### src/rtl/key_pkg.sv
// Shared types and constants for the five-key debouncer.
package key_pkg;

    localparam int unsigned NUM_KEYS = 5;

    typedef enum logic [1:0] {
        StUp,
        StWaitDown,
        StDown,
        StWaitUp
    } key_fsm_e;

    localparam logic [2:0] TONE_NONE = 3'd0;
    localparam logic [2:0] TONE_K0   = 3'd1;
    localparam logic [2:0] TONE_K1   = 3'd2;
    localparam logic [2:0] TONE_K2   = 3'd3;
    localparam logic [2:0] TONE_K3   = 3'd4;
    localparam logic [2:0] TONE_K4   = 3'd5;

    // Lowest-index pressing key wins, so it is tested last.
    function automatic logic [2:0] tone_encode(input logic [NUM_KEYS-1:0] press);
        logic [2:0] tone;
        tone = TONE_NONE;
        if (press[4]) tone = TONE_K4;
        if (press[3]) tone = TONE_K3;
        if (press[2]) tone = TONE_K2;
        if (press[1]) tone = TONE_K1;
        if (press[0]) tone = TONE_K0;
        return tone;
    endfunction

endpackage

### src/rtl/debounce_channel.sv
// One key: 2-flop synchronizer, four-state debounce FSM, stability counter,
// registered level and press/release pulses.
module debounce_channel
    import key_pkg::*;
#(
    parameter int unsigned DEBOUNCE_CYCLES = 1_000_000
) (
    input  logic clk,
    input  logic rst,
    input  logic key_i,
    output logic state_o,
    output logic press_o,
    output logic release_o,
    output logic press_next_o
);

    localparam int unsigned CntW   = $clog2(DEBOUNCE_CYCLES);
    localparam logic [CntW-1:0] CntMax = CntW'(DEBOUNCE_CYCLES - 1);

    logic [1:0]      sync_q;
    key_fsm_e        fsm_q;
    logic [CntW-1:0] cnt_q;
    logic            state_q;
    logic            press_q;
    logic            release_q;
    logic            key_s;

    assign key_s = sync_q[1];

    always_ff @(posedge clk) begin
        if (rst) begin
            sync_q    <= 2'b11;
            fsm_q     <= StUp;
            cnt_q     <= '0;
            state_q   <= 1'b1;
            press_q   <= 1'b0;
            release_q <= 1'b0;
        end else begin
            sync_q    <= {sync_q[0], key_i};
            press_q   <= 1'b0;
            release_q <= 1'b0;
            unique case (fsm_q)
                StUp: begin
                    if (!key_s) fsm_q <= StWaitDown;
                end
                StWaitDown: begin
                    if (key_s) begin
                        fsm_q <= StUp;
                        cnt_q <= '0;
                    end else if (cnt_q == CntMax) begin
                        fsm_q   <= StDown;
                        cnt_q   <= '0;
                        state_q <= 1'b0;
                        press_q <= 1'b1;
                    end else begin
                        cnt_q <= cnt_q + CntW'(1);
                    end
                end
                StDown: begin
                    if (key_s) fsm_q <= StWaitUp;
                end
                StWaitUp: begin
                    if (!key_s) begin
                        fsm_q <= StDown;
                        cnt_q <= '0;
                    end else if (cnt_q == CntMax) begin
                        fsm_q     <= StUp;
                        cnt_q     <= '0;
                        state_q   <= 1'b1;
                        release_q <= 1'b1;
                    end else begin
                        cnt_q <= cnt_q + CntW'(1);
                    end
                end
                default: fsm_q <= StUp;
            endcase
        end
    end

    // Lets the top register tone_sel in the same cycle that press_o rises.
    assign press_next_o = (fsm_q == StWaitDown) && !key_s && (cnt_q == CntMax);

    assign state_o   = state_q;
    assign press_o   = press_q;
    assign release_o = release_q;

endmodule

### src/rtl/key_debounce.sv
// Five independent debounce channels plus the latched tone selector.
module key_debounce
    import key_pkg::*;
#(
    parameter int unsigned DEBOUNCE_CYCLES = 1_000_000
) (
    input  logic                clk,
    input  logic                rst,
    input  logic [NUM_KEYS-1:0] key,
    output logic [NUM_KEYS-1:0] key_state,
    output logic [NUM_KEYS-1:0] key_press,
    output logic [NUM_KEYS-1:0] key_release,
    output logic [2:0]          tone_sel
);

    logic [NUM_KEYS-1:0] press_next;
    logic [2:0]          tone_q;

    for (genvar i = 0; i < NUM_KEYS; i++) begin : g_chan
        debounce_channel #(
            .DEBOUNCE_CYCLES(DEBOUNCE_CYCLES)
        ) u_chan (
            .clk         (clk),
            .rst         (rst),
            .key_i       (key[i]),
            .state_o     (key_state[i]),
            .press_o     (key_press[i]),
            .release_o   (key_release[i]),
            .press_next_o(press_next[i])
        );
    end

    always_ff @(posedge clk) begin
        if (rst) begin
            tone_q <= TONE_NONE;
        end else if (|press_next) begin
            tone_q <= tone_encode(press_next);
        end
    end

    assign tone_sel = tone_q;

endmodule

### config.mk
export PLATFORM = sky130hd
export DESIGN_NAME = key_debounce
export DESIGN_NICKNAME = d
export VERILOG_FILES = /design/src/rtl/key_pkg.sv /design/src/rtl/debounce_channel.sv /design/src/rtl/key_debounce.sv
export SDC_FILE = /design/constraint.sdc
export NUM_CORES = 1
export LEC_CHECK = 0
export ABC_AREA = 1
export BUFFER_PORTS_ARGS = -buffer_cell sky130_fd_sc_hd__buf_2
export CAP_MARGIN = 20
export CORE_ASPECT_RATIO = 0.9
export CORE_MARGIN = 3
export CORE_UTILIZATION = 55
export DETAILED_ROUTE_END_ITERATION = 8
export PLACE_DENSITY = 0.72
export SYNTH_ARGS = -nofsm -noshare
export SYNTH_HDL_FRONTEND = slang
export SYNTH_HIERARCHICAL = 1
export SYNTH_SLANG_ARGS = --single-unit
### constraint.sdc
create_clock -name clk -period 1.9 [get_ports clk]
set_input_delay 0.38 -clock clk [delete_from_list [all_inputs] [get_ports clk]]
set_output_delay 0.38 -clock clk [all_outputs]
set_load 0.03 [all_outputs]
==> metrics.csv <==
stage,metric,value,unit
worst_setup_path,cp.buffers_inverters,3,
worst_setup_path,endpoint_kind,register,
sta,setup_viol_count_final,0,
drt,firstDrtPassIters,5,
drt,antenna_left,0,
sta,hold_viol_final,0,
drt,drt_iter0_drc,388,
sta,maxSlewViolCount,0,
synthesis,yosys_warnings,6,
synthesis,ys_ff_latch,138,
worst_setup_path,path_class,register to register,
worst_setup_path,cp_max_fo,6,
drt,routed_wl,13.3,mm
clock_network,h-tree-depth,4,
layout,drive_gt1_share,15.1,%
place,io_buffers,24,
layout,area_growth,14.9,%
synthesis,synth_top_area_cell,dfxtp_1,
die,core,0.0118,mm²
layout,final_common_cell,nor2_1,
worst_setup_path,cp_common_cell,nand2_1,
layout,seq_area,0.00276,mm²
drt,viasPerCell,4.93,
clock_network,clk_pin_slew,0.06,ns
worst_setup_path,worst-endpoint-required,2.21,ns
grt,grt_max_degree,25,
sta,relSlewSlack,71.8,%
layout,multiInputGateArea,0.00361,mm²
layout,fill_cells,1030,
sta,rsz0062_at_grt,false,
worst_setup_path,critPathMaxStageDelay,0.37,ns
die,dieArea,0.0138,mm²
layout,final_cell_mix,"220 x nor2_1, 186 x nand2_1, 138 x dfxtp_1",
power_and_ir_drop,total_leakage_power,3.08,nW
die,initial_core_util,58.0,%
worst_setup_path,arrival,2.08,ns
grt,grt_pass1_vias,5325,
sta,max_freq,0.566,GHz
clock_network,numCtsBuffers,17,
sta,setup_ws,0.135,ns
sta,layout_min_cycle_time,1.77,ns
power_and_ir_drop,max-vdd-ir-drop,0.610,mV
layout,insertedDiodeCount,0,
worst_setup_path,path_delay_family,simple AND/OR/NAND/NOR gates,
clock_network,cts_tree,built,
die,placement_rows,37,
grt,antenna_found_initial,0,
synthesis,ys_seq_area_share,40.5,%
place,gp_congestion,0.847,
synthesis,yosysUniqueCellTypes,26,
clock_network,cts_sinks,138,
drt,vias,5719,
grt,grt_pass1_wl,23.3,mm
drt,drc,0,
worst_setup_path,cpMaxStageDelayCell,dfxtp_1,
worst_setup_path,crit_path_start_kind,register,
sta,fin_setup_tns,0,ns
synthesis,synth_area,0.00682,mm²
sta,fin_skew,0.00741,ns
synthesis,synth_nets,954,
synthesis,yosysTopAreaCellShare,40.5,%
drt,avgRoutedWirePerCell,11.5,µm
die,ios,25,
outcome,status,finished clean,
place,pre_cts_slack,0.0347,ns
sta,tightest_slew,0.423,ns
die,die_h,112,µm
grt,grt_use_total,20.5,%
synthesis,avgSynthCellArea,7.24,µm²
synthesis,yosys-top-cells-area,"dfxtp_1 41%, nor2_1 12%, nand2_1 10%",
power_and_ir_drop,p_per_area,805,mW/mm²
clock_network,clk_latency,0.42,ns
min_path,hp-class,input port to register,
grt,overflow,0,
synthesis,syn_inst,942,
flow_run,cap_violations,0,
clock_network,cts_max_path_buffers,2,
clock_network,cts_root_buf,clkbuf_16,
sta,finalCritPeriodShare,92.9,%
layout,nNetsFinal,1002,
place,hpwl,9.35,mm
worst_setup_path,crit_chain,"ha_2, nand2_2, nor3b_4, nand3b_4, nor3_2, buf_4, inv_1, nand2_1, nand2_1, nand2_1, nand3_1, nand2_1, inv_1",
die,die_x,123,µm
[cell usage after synthesis (all sizes together)]
cell type,n
nor2,247
nand2,206
dfxtp,138
inv,96
xor2,50
nand3,47
nor3,31
nand4,30
xnor2,20
buf,15
o21ai,15
or2,10
nor3b,6
ha,5
mux2i,5
nand3b,5
nor4,5
o21bai,5
o22ai,5
a21oi,1
[area by class of cell]
class                   count  share of cell area (%)
clock buffers              19                    5.52
clock inverters            13                    1.88
inverters                  96                    4.60
multi-input cells         693                    46.0
flip-flops and latches    138                    35.2
well taps                 156                    2.49
repair buffers             44                    4.25
[per-layer routing]
layer,routed length [µm],up-vias,global-route usage (%)
li1,-,3048,-
met1,6800,2552,28.2
met2,5740,102,30.9
met3,555,17,5.18
met4,201,0,7.82
met5,0,-,0
[final timing paths]
check / from / slack [ns] / depth (start not counted) / end
worst min-delay path: key[3] / 0.14 / 2 / g_chan[3].u_chan/sync_q[0]
worst max-delay path: g_chan[3].u_chan/cnt_q[1] / 0.13 / 13 / tone_sel[0]
worst max register to register: g_chan[3].u_chan/cnt_q[1] / 0.13 / 13 / tone_sel[0]
worst min register to register: g_chan[1].u_chan/sync_q[0] / 0.41 / 1 / g_chan[1].u_chan/sync_q[1]
[cell families (layout without fill, tap and decap cells)]
logic type / Yosys count / in the layout / share of synthesized area, %
fa+ha+maj: 5 / 5 / 0.917
compound gates: 26 / 26 / 2.18
xor+xnor: 70 / 70 / 8.99
buf+inv: 111 / 172 / 7.30
mux: 5 / 5 / 0.734
flops: 138 / 138 / 40.5
simple gates: 587 / 587 / 39.4
[timing repair]
action / in CTS / in global routing
setup endpoints to repair: 0 / 14
setup buffers: 0 / 0
gates resized for setup: 0 / 9
hold buffers: 0 / 0
[state kept, by name, indices dropped and copies added, names as in the netlist, named ones only]
register,cells
g_chan.u_chan/cnt_q,100
g_chan.u_chan/fsm_q,5
g_chan.u_chan/press_o,5
g_chan.u_chan/release_o,5
g_chan.u_chan/state_o,5
g_chan.u_chan/sync_q,10
tone_sel,3
[stage by stage]
stage	power [mW]	hold WS, ns	instance area, µm²	util [%]	std cells
CTS	6.37	0.124	7790	66.3	1159
floorplan	3.11	0.389	6820	-	942
global placement	3.16	0.391	7210	61.3	1127
detailed placement	3.16	0.393	7210	61.3	1127
finish	6.31	0.143	7840	66.7	1159
global route	6.53	0.128	7840	66.7	1159
[report_power, final]
group | switching [mW] | internal, mW | total [mW]
clock | 1.27 | 1.94 | 3.21
sequential | 0.0166 | 2.91 | 2.93
combinational | 0.102 | 0.0708 | 0.173
Note: power is estimated with default switching activity, not from simulation.
